$ cat src/rtl/ysyx_23060240_seq_ctrl.sv
// Multi-cycle sequencing controller for the NPC core: steps each instruction through
// fetch/decode/exec/mem/wb, owns the IFU/LSU handshakes, halt/error flags and perf counters.
module ysyx_23060240_seq_ctrl #(
  parameter int unsigned CNT_W   = 32,
  parameter int unsigned TIMEOUT = 255
) (
  input  logic             clk,
  input  logic             rst_n,
  output logic             ifu_req,
  input  logic             ifu_ack,
  input  logic [31:0]      ifu_rdata,
  output logic [31:0]      inst,
  input  logic             dec_w_en,
  input  logic [2:0]       dec_rd_ctrl,
  input  logic [1:0]       dec_wr_ctrl,
  input  logic             halt_in,
  output logic             lsu_req,
  output logic             lsu_we,
  input  logic             lsu_ack,
  output logic             rf_we,
  output logic             pc_we,
  output logic             retire,
  output logic             halted,
  output logic             err,
  output logic [CNT_W-1:0] cycle_cnt,
  output logic [CNT_W-1:0] instret_cnt
);

  localparam int unsigned INST_W = 32;
  localparam int unsigned WAIT_W = (TIMEOUT < 1) ? 1 : $clog2(TIMEOUT + 1);

  typedef enum logic [2:0] {
    S_IDLE   = 3'd0,
    S_FETCH  = 3'd1,
    S_DECODE = 3'd2,
    S_EXEC   = 3'd3,
    S_MEM    = 3'd4,
    S_WB     = 3'd5,
    S_HALT   = 3'd6,
    S_ERR    = 3'd7
  } state_e;

  state_e              state_q, state_d;
  logic [INST_W-1:0]   inst_q, inst_d;
  logic [WAIT_W-1:0]   wait_q, wait_d;
  logic [CNT_W-1:0]    cycle_q, cycle_d;
  logic [CNT_W-1:0]    instret_q, instret_d;

  logic                is_load;
  logic                is_store;
  logic [WAIT_W-1:0]   wait_inc;
  logic                timeout_hit;

  assign is_load     = |dec_rd_ctrl;
  assign is_store    = |dec_wr_ctrl;
  assign wait_inc    = wait_q + WAIT_W'(1);
  assign timeout_hit = (TIMEOUT != 0) && (wait_inc == WAIT_W'(TIMEOUT));

  // State and datapath registers
  always_ff @(posedge clk or negedge rst_n) begin
    if (!rst_n) begin
      state_q   <= S_IDLE;
      inst_q    <= '0;
      wait_q    <= '0;
      cycle_q   <= '0;
      instret_q <= '0;
    end else begin
      state_q   <= state_d;
      inst_q    <= inst_d;
      wait_q    <= wait_d;
      cycle_q   <= cycle_d;
      instret_q <= instret_d;
    end
  end

  // Next-state and state-decoded outputs
  always_comb begin
    state_d   = state_q;
    inst_d    = inst_q;
    wait_d    = '0;
    cycle_d   = cycle_q;
    instret_d = instret_q;
    ifu_req   = 1'b0;
    lsu_req   = 1'b0;
    lsu_we    = 1'b0;
    rf_we     = 1'b0;
    pc_we     = 1'b0;
    retire    = 1'b0;
    halted    = 1'b0;
    err       = 1'b0;

    unique case (state_q)
      S_IDLE: begin
        state_d = S_FETCH;
      end
      S_FETCH: begin
        ifu_req = 1'b1;
        cycle_d = cycle_q + CNT_W'(1);
        if (ifu_ack) begin
          inst_d  = ifu_rdata;
          state_d = S_DECODE;
        end else if (timeout_hit) begin
          state_d = S_ERR;
        end else begin
          wait_d = wait_inc;
        end
      end
      S_DECODE: begin
        cycle_d = cycle_q + CNT_W'(1);
        state_d = halt_in ? S_HALT : S_EXEC;
      end
      S_EXEC: begin
        cycle_d = cycle_q + CNT_W'(1);
        if (is_load && is_store) begin
          state_d = S_ERR;
        end else if (is_load || is_store) begin
          state_d = S_MEM;
        end else begin
          state_d = S_WB;
        end
      end
      S_MEM: begin
        lsu_req = 1'b1;
        lsu_we  = is_store;
        cycle_d = cycle_q + CNT_W'(1);
        if (lsu_ack) begin
          state_d = S_WB;
        end else if (timeout_hit) begin
          state_d = S_ERR;
        end else begin
          wait_d = wait_inc;
        end
      end
      S_WB: begin
        rf_we     = dec_w_en;
        pc_we     = 1'b1;
        retire    = 1'b1;
        cycle_d   = cycle_q + CNT_W'(1);
        instret_d = instret_q + CNT_W'(1);
        state_d   = S_FETCH;
      end
      S_HALT: begin
        halted = 1'b1;
      end
      S_ERR: begin
        err = 1'b1;
      end
      default: begin
        state_d = S_ERR;
      end
    endcase
  end

  assign inst        = inst_q;
  assign cycle_cnt   = cycle_q;
  assign instret_cnt = instret_q;

endmodule

$ cat config.mk
export PLATFORM = sky130hd
export DESIGN_NAME = ysyx_23060240_seq_ctrl
export DESIGN_NICKNAME = d
export VERILOG_FILES = /design/src/rtl/ysyx_23060240_seq_ctrl.sv
export SDC_FILE = /design/constraint.sdc
export NUM_CORES = 1
export LEC_CHECK = 0
export ABC_AREA = 1
export BUFFER_PORTS_ARGS = -buffer_cell sky130_fd_sc_hd__buf_2
export CAP_MARGIN = 5
export CORE_MARGIN = 2
export CORE_UTILIZATION = 56
export DETAILED_ROUTE_END_ITERATION = 12
export PLACE_DENSITY = 0.85
export SLEW_MARGIN = 15
export SYNTH_ARGS = -nofsm -noshare
export SYNTH_HDL_FRONTEND = slang
export SYNTH_SLANG_ARGS = --single-unit
$ cat constraint.sdc
create_clock -name clk -period 2.6 [get_ports clk]
set_clock_uncertainty 0.1 [all_clocks]
set_input_delay 0.52 -clock clk [delete_from_list [all_inputs] [get_ports clk]]
set_output_delay 0.52 -clock clk [all_outputs]
set_load 0.005 [all_outputs]
* Yosys cells after proc, flatten, opt, wreduce, memory -nomap -nowiden
Cells that the tools add are included.
Word-level totals: input bits 43, output and inout bits 104, word-level logic and storage cells 43, flip-flop bits (word level) 107
Operators by class: equality and inequality tests 8, multiplexer cells 18, add/sub/neg operators 3, reductions and logical operators 9
Operator list (number):
- $add 32x1->32 const B | 2
- $mux 8 | 3
- $pmux 8 s2 | 1
- $pmux 3 s5 | 1
- $eq 3x3->1 const B | 4
- $mux 3 | 4
- $add 8x1->8 const B | 1
- $eq 8x8->1 const B | 1
- $mux 1 | 8
- $eq 3x2->1 const B | 2
- $reduce_bool 5->1 | 1
- $reduce_or 5->1 | 1
- $reduce_or 2->1 | 2
- $eq 3x1->1 const B | 1
- $logic_not 3->1 | 1
- $reduce_or 3->1 | 1
- $mux 2 | 1
- $reduce_and 2->1 | 1
- $logic_and 1x1->1 | 1
- $logic_or 1x1->1 | 1

* Logic depth before layout (Yosys ltp)
Gate-level depths: netlist of run 1.
depth after elaboration 5, depth in mapped cells 13, gate-level depth less buffers 13

* Least setup slack after synthesis of run 1
No wires, ideal clock.
path type flip-flop to flip-flop, from register cycle_q[0], in the netlist cycle_cnt[0], to register cycle_q[30], in the netlist cycle_cnt[30], arrival time 1640 ps, setup slack 781 ps, library setup time 79 ps, cell stages (with the launch flop) 11, clock period less this slack 1819 ps, cell sequence dfrtp_1 -> ha_1 -> inv_1 -> nor2_2 -> nand2_1 -> nor3_1 -> nand2_1 -> nor2_1 -> nand2_1 -> nor2_1 -> xor2_1
Between the ends: cells in the longest elaborated chain, start to end 1
Ends and longest elaborated chain:
- start: declaration | RTL line 46 | logic [CNT_W-1:0] cycle_q, cycle_d;
- start signal: assignment | RTL line 71 | cycle_q <= cycle_d;
- $add 32x1->32
No other way between the ends. A chain may end at the register's enable or synchronous reset.

* Final worst setup path of run 1
from register state_q[0], to output lsu_we
Between the ends: cells in the longest elaborated chain, start to end 2
Ends and longest elaborated chain:
- start: declaration | RTL line 43 | state_e state_q, state_d;
- start signal: assignment | RTL line 68 | state_q <= state_d;
- $eq 3x3->1 | RTL line 92 | unique case (state_q)
- $mux 1 | RTL line 92
- end: declaration | RTL line 18 | output logic lsu_we,
No other way between the ends.

==> results of run 1 <==
[kinds of logic after synthesis]
kind of cell	after synthesis	share of synthesized area, %
multiplexers	32	6.92
adder cells (fa/ha/maj)	5	1.20
AO/OA/AOI/OAI	17	1.87
flip-flops	107	51.4
XOR/XNOR	61	10.3
AND/OR/NAND/NOR	261	23.9
buffers and inverters	58	4.47
[worst register-to-register path: cells and delay by family (launching register included)]
family / cells / cell delay, ns
DFF: 1 / 0.45
adders and majority gates: 1 / 0.17
and+or+nand+nor: 7 / 1.07
xor gates and xnor gates: 1 / 0.16
buffers and inverters: 1 / 0.05
[Yosys cell counts, drive strengths merged]
library cell,instances,area (µm²)
mux2,32,360
xnor2,24,210
a211oi,1,7.51
buf,5,33.8
nor2,74,345
nand3,31,178
nor3,17,101
o21ai,7,35.0
clkbuf,1,3.75
inv,52,195
nand2,117,467
nand4,17,119
and3b,1,8.76
ha,5,62.6
nand3b,1,7.51
or3,1,6.26
a21oi,6,33.8
xor2,37,324
nor4,2,12.5
o21bai,2,15.0
dfrtp,107,2680
o22ai,1,6.26
[per-stage QoR]
stage          power, mW  instance area [µm²]  cells  util (%)
6_report            2.86                 6320    813      69.0
5_1_grt             2.97                 6320    813      69.0
4_1_cts             2.89                 6320    813      69.0
3_5_place_dp        1.77                 6090    797      66.6
3_3_place_gp        1.77                 6090    797      66.6
2_1_floorplan       1.70                 5210    541         -
[worst max path at each step]
stage	start	cells after the start	to	slack (ns)
CTS	state_q[0]	6	lsu_we	0.32
global placement	dec_rd_ctrl[1]	8	state_q[0]	0.67
global route	state_q[0]	6	lsu_we	0.22
floorplan	cycle_cnt[0]	10	cycle_cnt[30]	0.78
detailed placement	cycle_cnt[0]	10	cycle_cnt[30]	0.54
finish	state_q[0]	6	lsu_we	0.34
[layer usage]
| layer | part of all wire, % | global-route usage [%] | wire, µm |
|---|---|---|---|
| met5 | 0 | 0 | 0 |
| met4 | 1.9 | 9.48 | 214 |
| met3 | 4.8 | 3.40 | 557 |
| met2 | 49 | 38.3 | 5700 |
| met1 | 44 | 31.6 | 5050 |
[flip-flops by register name (all words and copies together), names as in the netlist]
register     flops
inst            32
state_q          3
wait_q           8
instret_cnt     32
cycle_cnt       32
[power breakdown]
part | internal [mW] | switching [mW] | total (mW)
logic | 0.0290 | 0.0452 | 0.0742
registers | 1.66 | 0 | 1.66
clock network | 0.548 | 0.578 | 1.13
total | 2.24 | 0.624 | 2.86
[cell type report]
| type | instances | area [µm²] |
|---|---|---|
| Timing Repair Buffer | 151 | 783 |
| Tap cell | 111 | 139 |
| Clock inverter | 7 | 97.6 |
| Fill cell | 735 | 2840 |
| Sequential cell | 107 | 2680 |
| Multi-Input combinational cell | 376 | 2300 |
| Inverter | 52 | 195 |
| Clock buffer | 9 | 124 |
==> flow_summary.rst, run 1 <==
.. list-table::
   :header-rows: 1

   * - Metric
     - Value
   * - Wire length after detailed routing
     - 11.5 mm
   * - Cells resized by post-CTS repair
     - 0
   * - Residual antenna-violating net count after detailed routing
     - 0
   * - Average cell area after synthesis
     - 9.63 µm²
   * - Detailed Place HPWL
     - 8.92 mm
   * - Post-layout nets
     - 745
   * - Endpoints failing setup
     - 0
   * - Number of detailed-routing iterations run before antenna repair
     - 5
   * - Final hold violations
     - 0
   * - Launching element type of the critical path
     - flip-flop
   * - Number of placed I/O pins
     - 147
   * - Vias per cell
     - 5.23
   * - Leakage power of the design
     - 3.43 nW
   * - Input/output buffers
     - 146
   * - CTS clk-pin slew, worst paths
     - 0.10 ns
   * - Vias in the first global route
     - 4022
   * - Endpoint of the worst register-to-register path
     - cycle_cnt[30]
   * - # DRC
     - 0
   * - Most used cells in the layout excluding fill and tap cells
     - buf_2 (145), nand2_1 (110), dfrtp_1 (107), nor2_1 (59), inv_1 (49)
   * - PwrDens
     - 453 nW/µm²
   * - Crit path largest cell delay
     - 0.47 ns
   * - Time the worst path needs with I/O delays and setup
     - 2.26 ns
   * - Dominant delay contributor by cell family on the critical path
     - flip-flops
   * - Pin count of the biggest net entering global routing
     - 56
   * - Total via count after detailed routing
     - 4248
   * - Antenna cells
     - 0
   * - Total gr overflow
     - 0
   * - Slew at the pin closest to its max-slew limit
     - 0.696 ns
   * - Post-Synthesis Net Count
     - 589
   * - Post-synthesis sequential area ratio
     - 51.4%
   * - Clock root cell
     - clkbuf_8
   * - Starting density of the core
     - 56.9%
   * - First-pass GRT wire length
     - 18.8 mm
   * - Max frequency
     - 0.443 GHz
   * - Global placement routability congestion
     - 0.903
   * - Hold/Removal Path Class
     - input port to async pin
   * - Arrival time of data at the critical path endpoint
     - 1.64 ns
   * - Max-capacitance violation count
     - 0
   * - Buffers plus inverters on the worst setup path
     - 3
   * - Cell Chain, Critical Path
     - inv_2 > nand2_1 > nor2_1 > inv_1 > a21oi_1 > buf_2
   * - Maximum buffer depth of the clock tree
     - 2
   * - Post-Syn Instances
     - 541
   * - Number of violations reported at the end of detailed-routing iteration 0
     - 183
   * - Worst R2R Start
     - cycle_cnt[0]
   * - Area delta synth->final
     - 21.2%
   * - Maximum fanout along the worst path
     - 7
   * - Yosys cell types
     - 35
   * - Worst hold slack
     - 0.0803 ns
   * - Master of the slowest instance on the critical path
     - dfrtp_1
   * - Slew Limit Headroom
     - 53.6%
   * - Reg2Reg Depth
     - 10
   * - Mapped Area
     - 5210 µm²
   * - Initial antenna violation count
     - 0
   * - Worst-case setup slack after placement
     - 0.535 ns
   * - Setup slack of the most critical reg-to-reg path
     - 0.52 ns
   * - Chip height
     - 100 µm
   * - Element type at the critical path end
     - output port
   * - Part of the cycle the worst path needs
     - 86.9%
   * - GRT Total Usage
     - 23.4%
   * - Syn. warnings
     - 0
   * - Clock latency reported for the late side of the worst-skew pair
     - 0.37 ns
   * - Number of synthesized register bits
     - 107
   * - Ratio of cells with drive above 1 in the final layout
     - 33.0%
   * - Largest voltage drop on the vdd net
     - 0.000338 V
   * - Setup slack after layout
     - 0.341 ns
   * - Clock Sink Count
     - 107
   * - Post-CTS setup repair buffer count
     - 0
   * - Most common cell after layout, fill and taps aside
     - buf_2
   * - Status
     - completed
   * - Quantity of hold-fixing buffers added after cts
     - 0
   * - Num rows
     - 35
   * - Area of the core region
     - 9150 µm²
   * - Final-report max-slew violation count
     - 0
   * - Setup repair after global routing missed its margin
     - false
   * - Worst Path Required
     - 1.98 ns
   * - CTS tree
     - yes
   * - Clock buffer count from CTS
     - 9
   * - H-Tree Depth
     - 3
   * - Setup TNS
     - 0 ns
   * - Average wire per cell in the routed design
     - 14.2 µm
   * - Die width
     - 100 µm
   * - CP Class
     - flip-flop to output port
   * - Die area
     - 10100 µm²
No activity file was read; power rests on OpenSTA's default activity.
==> inputs of run 2 (changes only) <==
--- a/config.mk
+++ b/config.mk
@@ -12,6 +12,7 @@
 export CORE_UTILIZATION = 56
 export DETAILED_ROUTE_END_ITERATION = 12
 export PLACE_DENSITY = 0.85
+export RECOVER_POWER = 25
 export SLEW_MARGIN = 15
 export SYNTH_ARGS = -nofsm -noshare
 export SYNTH_HDL_FRONTEND = slang
==> run 2 against run 1 <==
  * Critical path depth unchanged
  * Register-to-register slack about the same
  * Die area unchanged
  * Largest power group unchanged
==> flow_summary.rst, run 2 (same netlist as run 1, synthesis figures left out) <==
.. list-table::
   :header-rows: 1

   * - Metric
     - Value
   * - Arrival time of data at the critical path endpoint
     - 1.66 ns (was 1.64 ns)
   * - Maximum fanout along the worst path
     - 7 (unchanged)
   * - Leakage power of the design
     - 3.42 nW (was 3.43 nW)
   * - CTS clk-pin slew, worst paths
     - 0.10 ns (about the same)
   * - Endpoints failing setup
     - 0 (unchanged)
   * - Residual antenna-violating net count after detailed routing
     - 0 (unchanged)
   * - CP Class
     - flip-flop to output port (unchanged)
   * - Buffers plus inverters on the worst setup path
     - 3 (unchanged)
   * - Clock buffer count from CTS
     - 9 (unchanged)
   * - Max frequency
     - 0.438 GHz (was 0.443 GHz)
   * - Final-report max-slew violation count
     - 0 (unchanged)
   * - Input/output buffers
     - 146 (unchanged)
   * - Chip height
     - 100 µm (unchanged)
   * - Number of violations reported at the end of detailed-routing iteration 0
     - 157 (was 183)
   * - Part of the cycle the worst path needs
     - 87.9% (was 86.9%)
   * - Filler instances
     - 736 (was 735)
   * - Maximum buffer depth of the clock tree
     - 2 (unchanged)
   * - Power, Total
     - 2.86 mW (about the same)
   * - Area delta synth->final
     - 20.9% (was 21.2%)
   * - Non-filler instance count after layout
     - 813 (unchanged)
   * - Detailed Place HPWL
     - 8.92 mm (unchanged)
   * - Area of the core region
     - 9150 µm² (unchanged)
   * - Cell Chain, Critical Path
     - inv_2 > nand2_1 > nor2_1 > inv_1 > a21oi_1 > buf_2 (unchanged)
   * - Total via count after detailed routing
     - 4262 (was 4248)
   * - Setup TNS
     - 0 ns (unchanged)
   * - Slew Limit Headroom
     - 11.6% (was 53.6%)
   * - Quantity of hold-fixing buffers added after cts
     - 0 (unchanged)
   * - Launching element type of the critical path
     - flip-flop (unchanged)
   * - GRT Total Usage
     - 23.4% (unchanged)
   * - Multi-input gate area
     - 2300 µm² (unchanged)
   * - Largest voltage drop on the vdd net
     - 0.000340 V (was 0.000338 V)
   * - Clock Sink Count
     - 107 (unchanged)
   * - Setup repair after global routing missed its margin
     - false (unchanged)
   * - First-pass GRT wire length
     - 18.8 mm (unchanged)
   * - Starting density of the core
     - 56.9% (unchanged)
   * - Die width
     - 100 µm (unchanged)
   * - Initial antenna violation count
     - 0 (unchanged)
   * - Post-layout nets
     - 745 (unchanged)
   * - Ratio of cells with drive above 1 in the final layout
     - 32.9% (was 33.0%)
   * - Final hold violations
     - 0 (unchanged)
   * - Met3 Wirelength
     - 557 µm (unchanged)
   * - Vias per cell
     - 5.24 (was 5.23)
   * - Clock root cell
     - clkbuf_8 (unchanged)
   * - Hold/Removal Path Class
     - input port to flip-flop (was input port to async pin)
   * - Worst Path Required
     - 1.98 ns (about the same)
   * - Die area
     - 10100 µm² (unchanged)
   * - Average wire per cell in the routed design
     - 14.3 µm (was 14.2 µm)
   * - H-Tree Depth
     - 3 (unchanged)
   * - Total gr overflow
     - 0 (unchanged)
   * - Crit path largest cell delay
     - 0.47 ns (about the same)
   * - Element type at the critical path end
     - output port (unchanged)
   * - Met2 wire length
     - 5.73 mm (was 5.70 mm)
   * - Clock latency reported for the late side of the worst-skew pair
     - 0.37 ns (about the same)
   * - Vias in the first global route
     - 4022 (unchanged)
   * - Worst-case setup slack after placement
     - 0.535 ns (unchanged)
   * - Routed metal-1 wire length
     - 5.11 mm (was 5.05 mm)
   * - PwrDens
     - 454 nW/µm² (was 453 nW/µm²)
   * - Num rows
     - 35 (unchanged)
   * - Max layer used
     - met4 (unchanged)
   * - Area after DPL
     - 6090 µm² (unchanged)
   * - Antenna cells
     - 0 (unchanged)
   * - Setup slack after layout
     - 0.315 ns (was 0.341 ns)
   * - Most common cell after layout, fill and taps aside
     - buf_2 (unchanged)
   * - CTS tree
     - yes (unchanged)
   * - Global placement routability congestion
     - 0.903 (unchanged)
   * - Worst hold slack
     - 0.272 ns (was 0.0803 ns)
   * - Post-route core utilization
     - 68.8% (was 69.0%)
   * - Master of the slowest instance on the critical path
     - dfrtp_1 (unchanged)
   * - Cells resized by post-CTS repair
     - 0 (unchanged)
   * - Number of placed I/O pins
     - 147 (unchanged)
   * - Time the worst path needs with I/O delays and setup
     - 2.28 ns (was 2.26 ns)
   * - Summed area of non-filler cells in the final layout
     - 6300 µm² (was 6320 µm²)
   * - Slew at the pin closest to its max-slew limit
     - 1.33 ns (was 0.696 ns)
   * - Max-capacitance violation count
     - 0 (unchanged)
   * - Wire length after detailed routing
     - 11.6 mm (was 11.5 mm)
   * - Number of detailed-routing iterations run before antenna repair
     - 5 (unchanged)
   * - # placed instances
     - 797 (unchanged)
   * - # DRC
     - 0 (unchanged)
   * - Post-CTS setup repair buffer count
     - 0 (unchanged)
   * - Pin count of the biggest net entering global routing
     - 56 (unchanged)
   * - Status
     - completed (unchanged)
   * - Dominant delay contributor by cell family on the critical path
     - flip-flops (unchanged)
   * - Most used cells in the layout excluding fill and tap cells
     - buf_2 (145), nand2_1 (110), dfrtp_1 (107), nor2_1 (59), inv_1 (49) (unchanged)
   * - Sequential standard cell area
     - 2680 µm² (unchanged)
-- run 2: cell count changes in the layout (fill, tap and decap cells not counted), sizes merged --
cell,change
clkbuf,+3
buf,-3
-- run 2: path summary, 6_finish.rpt --
| kind | slack (ns) | depth (start not counted) | endpoint | from |
|---|---|---|---|---|
| worst max-delay path | 0.32 | 6 | lsu_we | state_q[0] |
| worst min-delay path | 0.27 | 2 | inst[16] | ifu_rdata[16] |
| worst max register to register | 0.52 | 10 | cycle_cnt[30] | cycle_cnt[0] |
| worst min register to register | 0.38 | 1 | instret_cnt[31] | instret_cnt[31] |
| max in group asynchronous | 0.68 | 2 | instret_cnt[7] | rst_n |
| min in group asynchronous | 0.33 | 1 | cycle_cnt[26] | rst_n |
-- run 2: power breakdown --
| part | switching (mW) | internal, mW |
|---|---|---|
| clock | 0.578 | 0.548 |
| combinational | 0.0446 | 0.0257 |
| sequential | 0 | 1.66 |
| total | 0.622 | 2.24 |
-- run 2: cell type report --
cell class	count	area share, %
sequential	107	42.5
multi-input combinational	376	36.5
timing repair buffer	151	12.1
inverter	52	3.10
tap	111	2.21
clock buffer	9	1.97
clock inverter	7	1.55
-- run 2: per-layer routing --
metal,vias to the layer above,GRT usage [%]
met1,2048,31.6
met3,17,3.40
li1,2055,-
met5,-,0
met2,142,38.3
met4,0,9.48
-- run 2: worst reg2reg max path, delay by kind of cell, from the launching register on --
family | cells | cell delay (ns)
simple gates | 7 | 1.08
flops | 1 | 0.45
xor+xnor | 1 | 0.16
fa+ha+maj | 1 | 0.17
buf+inv | 1 | 0.05
==> inputs of run 3 (changes only) <==
--- a/config.mk
+++ b/config.mk
@@ -6,12 +6,12 @@
 export NUM_CORES = 1
 export LEC_CHECK = 0
 export ABC_AREA = 1
-export BUFFER_PORTS_ARGS = -buffer_cell sky130_fd_sc_hd__buf_2
-export CAP_MARGIN = 5
 export CORE_MARGIN = 2
-export CORE_UTILIZATION = 56
+export CORE_UTILIZATION = 61
 export DETAILED_ROUTE_END_ITERATION = 12
-export PLACE_DENSITY = 0.85
+export DONT_BUFFER_PORTS = 1
+export GPL_TIMING_DRIVEN = 0
+export PLACE_DENSITY = 0.77
 export RECOVER_POWER = 25
 export SLEW_MARGIN = 15
 export SYNTH_ARGS = -nofsm -noshare
==> run 3 against run 2 <==
  * The flow now finishes with violations (hold timing)
  * Clock-buffer cell count unchanged
  * Critical path type unchanged
  * Power decreased by 1.2%
  * Register-to-register slack got worse by 0.11 ns
  * Die area decreased by 7.9%
  * Maximum frequency decreased by 2.1%
  * Sequential power about the same
  * Hold slack got worse by 0.54 ns
  * Clock power about the same
  * Sequential share of layout area increased by 5.5 points
  * Final cell count decreased by 19%
==> flow_summary.rst, run 3 (same netlist as run 1, synthesis figures left out) <==
.. list-table::
   :header-rows: 1

   * - Metric
     - Value
   * - Status
     - complete, but fails checks (was completed)
   * - Violated checks
     - hold timing
   * - Dominant delay contributor by cell family on the critical path
     - buffers and inverters (was flip-flops)
   * - Clock root cell
     - clkbuf_8 (unchanged)
   * - Filler instances
     - 656 (was 736)
   * - Vias in the first global route
     - 3555 (was 4022)
   * - Chip height
     - 96.4 µm (was 100 µm)
   * - Arrival time of data at the critical path endpoint
     - 1.71 ns (was 1.66 ns)
   * - Number of violations reported at the end of detailed-routing iteration 0
     - 164 (was 157)
   * - Part of the cycle the worst path needs
     - 89.7% (was 87.9%)
   * - Sequential standard cell area
     - 2680 µm² (unchanged)
   * - Area of the core region
     - 8260 µm² (was 9150 µm²)
   * - Vias per cell
     - 5.60 (was 5.24)
   * - Residual antenna-violating net count after detailed routing
     - 0 (unchanged)
   * - CTS clk-pin slew, worst paths
     - 0.11 ns (was 0.10 ns)
   * - Master of the slowest instance on the critical path
     - dfrtp_1 (unchanged)
   * - Number of detailed-routing iterations run before antenna repair
     - 4 (was 5)
   * - Average wire per cell in the routed design
     - 16.2 µm (was 14.3 µm)
   * - Post-CTS setup repair buffer count
     - 0 (unchanged)
   * - Most common cell after layout, fill and taps aside
     - nand2_1 (was buf_2)
   * - Wire length after detailed routing
     - 10.8 mm (was 11.6 mm)
   * - Part of the power in the clock network
     - 40.9% (was 39.4%)
   * - CTS tree
     - yes (unchanged)
   * - Max frequency
     - 0.429 GHz (was 0.438 GHz)
   * - H-Tree Depth
     - 3 (unchanged)
   * - Initial antenna violation count
     - 0 (unchanged)
   * - Crit path largest cell delay
     - 0.49 ns (was 0.47 ns)
   * - Max-capacitance violation count
     - 0 (unchanged)
   * - Endpoints failing setup
     - 0 (unchanged)
   * - Clock latency reported for the late side of the worst-skew pair
     - 0.37 ns (about the same)
   * - Worst Path Required
     - 1.98 ns (about the same)
   * - Power share of the combinational group
     - 0.2% (was 2.5%)
   * - PwrDens
     - 507 nW/µm² (was 454 nW/µm²)
   * - Input/output buffers
     - 0 (was 146)
   * - Setup TNS
     - 0 ns (unchanged)
   * - Worst R2R Start
     - cycle_cnt[0] (unchanged)
   * - Num rows
     - 33 (was 35)
   * - Cell Chain, Critical Path
     - inv_1 > nand2_1 > nor2_2 > clkbuf_2 > buf_4 (was inv_2 > nand2_1 > nor2_1 > inv_1 > a21oi_1 > buf_2)
   * - Net switching power
     - 0.598 mW (was 0.622 mW)
   * - Largest voltage drop on the vdd net
     - 0.000296 V (was 0.000340 V)
   * - Slew at the pin closest to its max-slew limit
     - 0.467 ns (was 1.33 ns)
   * - Reg2Reg Depth
     - 10 (unchanged)
   * - Final-report max-slew violation count
     - 0 (unchanged)
   * - Most used cells in the layout excluding fill and tap cells
     - nand2_1 (110), dfrtp_1 (107), nor2_1 (59), inv_1 (49), xor2_1 (37) (was buf_2 (145), nand2_1 (110), dfrtp_1 (107), nor2_1 (59), inv_1 (49))
   * - Worst hold slack
     - -0.267 ns (was 0.272 ns)
   * - Maximum fanout along the worst path
     - 11 (was 7)
   * - Antenna cells
     - 0 (unchanged)
   * - Global placement routability congestion
     - 0.860 (was 0.903)
   * - First-pass GRT wire length
     - 17.1 mm (was 18.8 mm)
   * - Setup repair after global routing missed its margin
     - false (unchanged)
   * - Net switching share of the total power
     - 21.2% (was 21.8%)
   * - Total via count after detailed routing
     - 3708 (was 4262)
   * - Starting density of the core
     - 63.1% (was 56.9%)
   * - # DRC
     - 0 (unchanged)
   * - Pin count of the biggest net entering global routing
     - 108 (was 56)
   * - GRT Total Usage
     - 23.8% (was 23.4%)
   * - Element type at the critical path end
     - output port (unchanged)
   * - Number of placed I/O pins
     - 147 (unchanged)
   * - Launching element type of the critical path
     - flip-flop (unchanged)
   * - Multi-input gate area
     - 2300 µm² (unchanged)
   * - Maximum buffer depth of the clock tree
     - 2 (unchanged)
   * - Final hold violations
     - 107 (was 0)
   * - Endpoint of the worst register-to-register path
     - cycle_cnt[30] (unchanged)
   * - Clock buffer count from CTS
     - 9 (unchanged)
   * - Total gr overflow
     - 0 (unchanged)
   * - Ratio of cells with drive above 1 in the final layout
     - 15.6% (was 32.9%)
   * - Post-layout nets
     - 600 (was 745)
   * - Die area
     - 9300 µm² (was 10100 µm²)
   * - Time the worst path needs with I/O delays and setup
     - 2.33 ns (was 2.28 ns)
   * - Buffers plus inverters on the worst setup path
     - 3 (unchanged)
   * - Power, Total
     - 2.82 mW (was 2.86 mW)
   * - Detailed Place HPWL
     - 8.12 mm (was 8.92 mm)
   * - Area delta synth->final
     - 6.99% (was 20.9%)
   * - Slew Limit Headroom
     - 68.6% (was 11.6%)
   * - Seq pwr share
     - 58.9% (was 58.2%)
   * - CP Class
     - flip-flop to output port (unchanged)
   * - Leakage power of the design
     - 2.68 nW (was 3.42 nW)
   * - Internal Dissipation
     - 2.23 mW (was 2.24 mW)
   * - Hold/Removal Path Class
     - input port to async pin (was input port to flip-flop)
   * - Die width
     - 96.4 µm (was 100 µm)
   * - Clock Sink Count
     - 107 (unchanged)
   * - Setup slack of the most critical reg-to-reg path
     - 0.41 ns (was 0.52 ns)
## run 3: cell types whose count changed in the layout (fill, tap and decap cells not counted), sizes merged
| cell | previous run | this run |
|---|---|---|
| inv | 54 | 55 |
| buf | 148 | 5 |
| clkinvlp | 2 | 1 |
| clkbuf | 12 | 10 |
## run 3: timing repair
item                                   CTS  global route
endpoints found under the hold margin  107           107
setup endpoints to repair                1             0
resized for setup                        1             0
## run 3: power groups by stage
| stage | sequential (mW) | combinational, mW | clock (mW) |
|---|---|---|---|
| finish | 1.66 | 0.00630 | 1.16 |
| global route | 1.66 | 0.00751 | 1.26 |
| global placement | 1.70 | 0.00604 | 0 |
| floorplan | 1.70 | 0.00492 | 0 |
| detailed placement | 1.70 | 0.00622 | 0 |
| CTS | 1.66 | 0.00628 | 1.18 |
## run 3: how the worst max path moves through the flow
stage                 startpoint             to  slack (ns)  depth (start not counted)
floorplan           cycle_cnt[0]  cycle_cnt[30]        0.78                         10
finish                state_q[1]         retire        0.27                          5
CTS                   state_q[1]         retire        0.21                          5
detailed placement    state_q[1]         retire        0.40                          5
global route          state_q[1]         retire        0.14                          5
global placement      state_q[1]         retire        0.46                          5
## run 3: worst reg2reg max path, delay by kind of cell, from the launching register on
kind	cells	cell delay (ns)
xor gates and xnor gates	1	0.15
adders and majority gates	1	0.18
buffers and inverters	1	0.06
DFF	1	0.47
and+or+nand+nor	7	1.16
## run 3: metrics by stage
step                hold WS [ns]  std cells  utilization, %  setup slack [ns]  instance area, µm²
finish                    -0.267        662            67.5             0.267                5570
global route              -0.302        662            67.5             0.136                5570
CTS                       -0.291        662            67.5             0.211                5570
detailed placement         0.127        646            64.7             0.398                5340
global placement           0.126        646            64.7             0.456                5340
floorplan                  0.124        541               -             0.781                5210
## run 3: cell type report
| type | count | share of cell area (%) |
|---|---|---|
| buffer | 6 | 0.696 |
| clock buffer | 9 | 2.22 |
| clock inverter | 7 | 1.93 |
| inverter | 52 | 3.50 |
| multi-input combinational | 376 | 41.3 |
| sequential | 107 | 48.0 |
| tap | 105 | 2.36 |
## run 3: routing by layer
| layer | track usage [%] | wire length, µm |
|---|---|---|
| met3 | 5.51 | 903 |
| met4 | 8.69 | 139 |
| met2 | 38.9 | 5190 |
| met5 | 0 | 0 |
| met1 | 31.2 | 4520 |
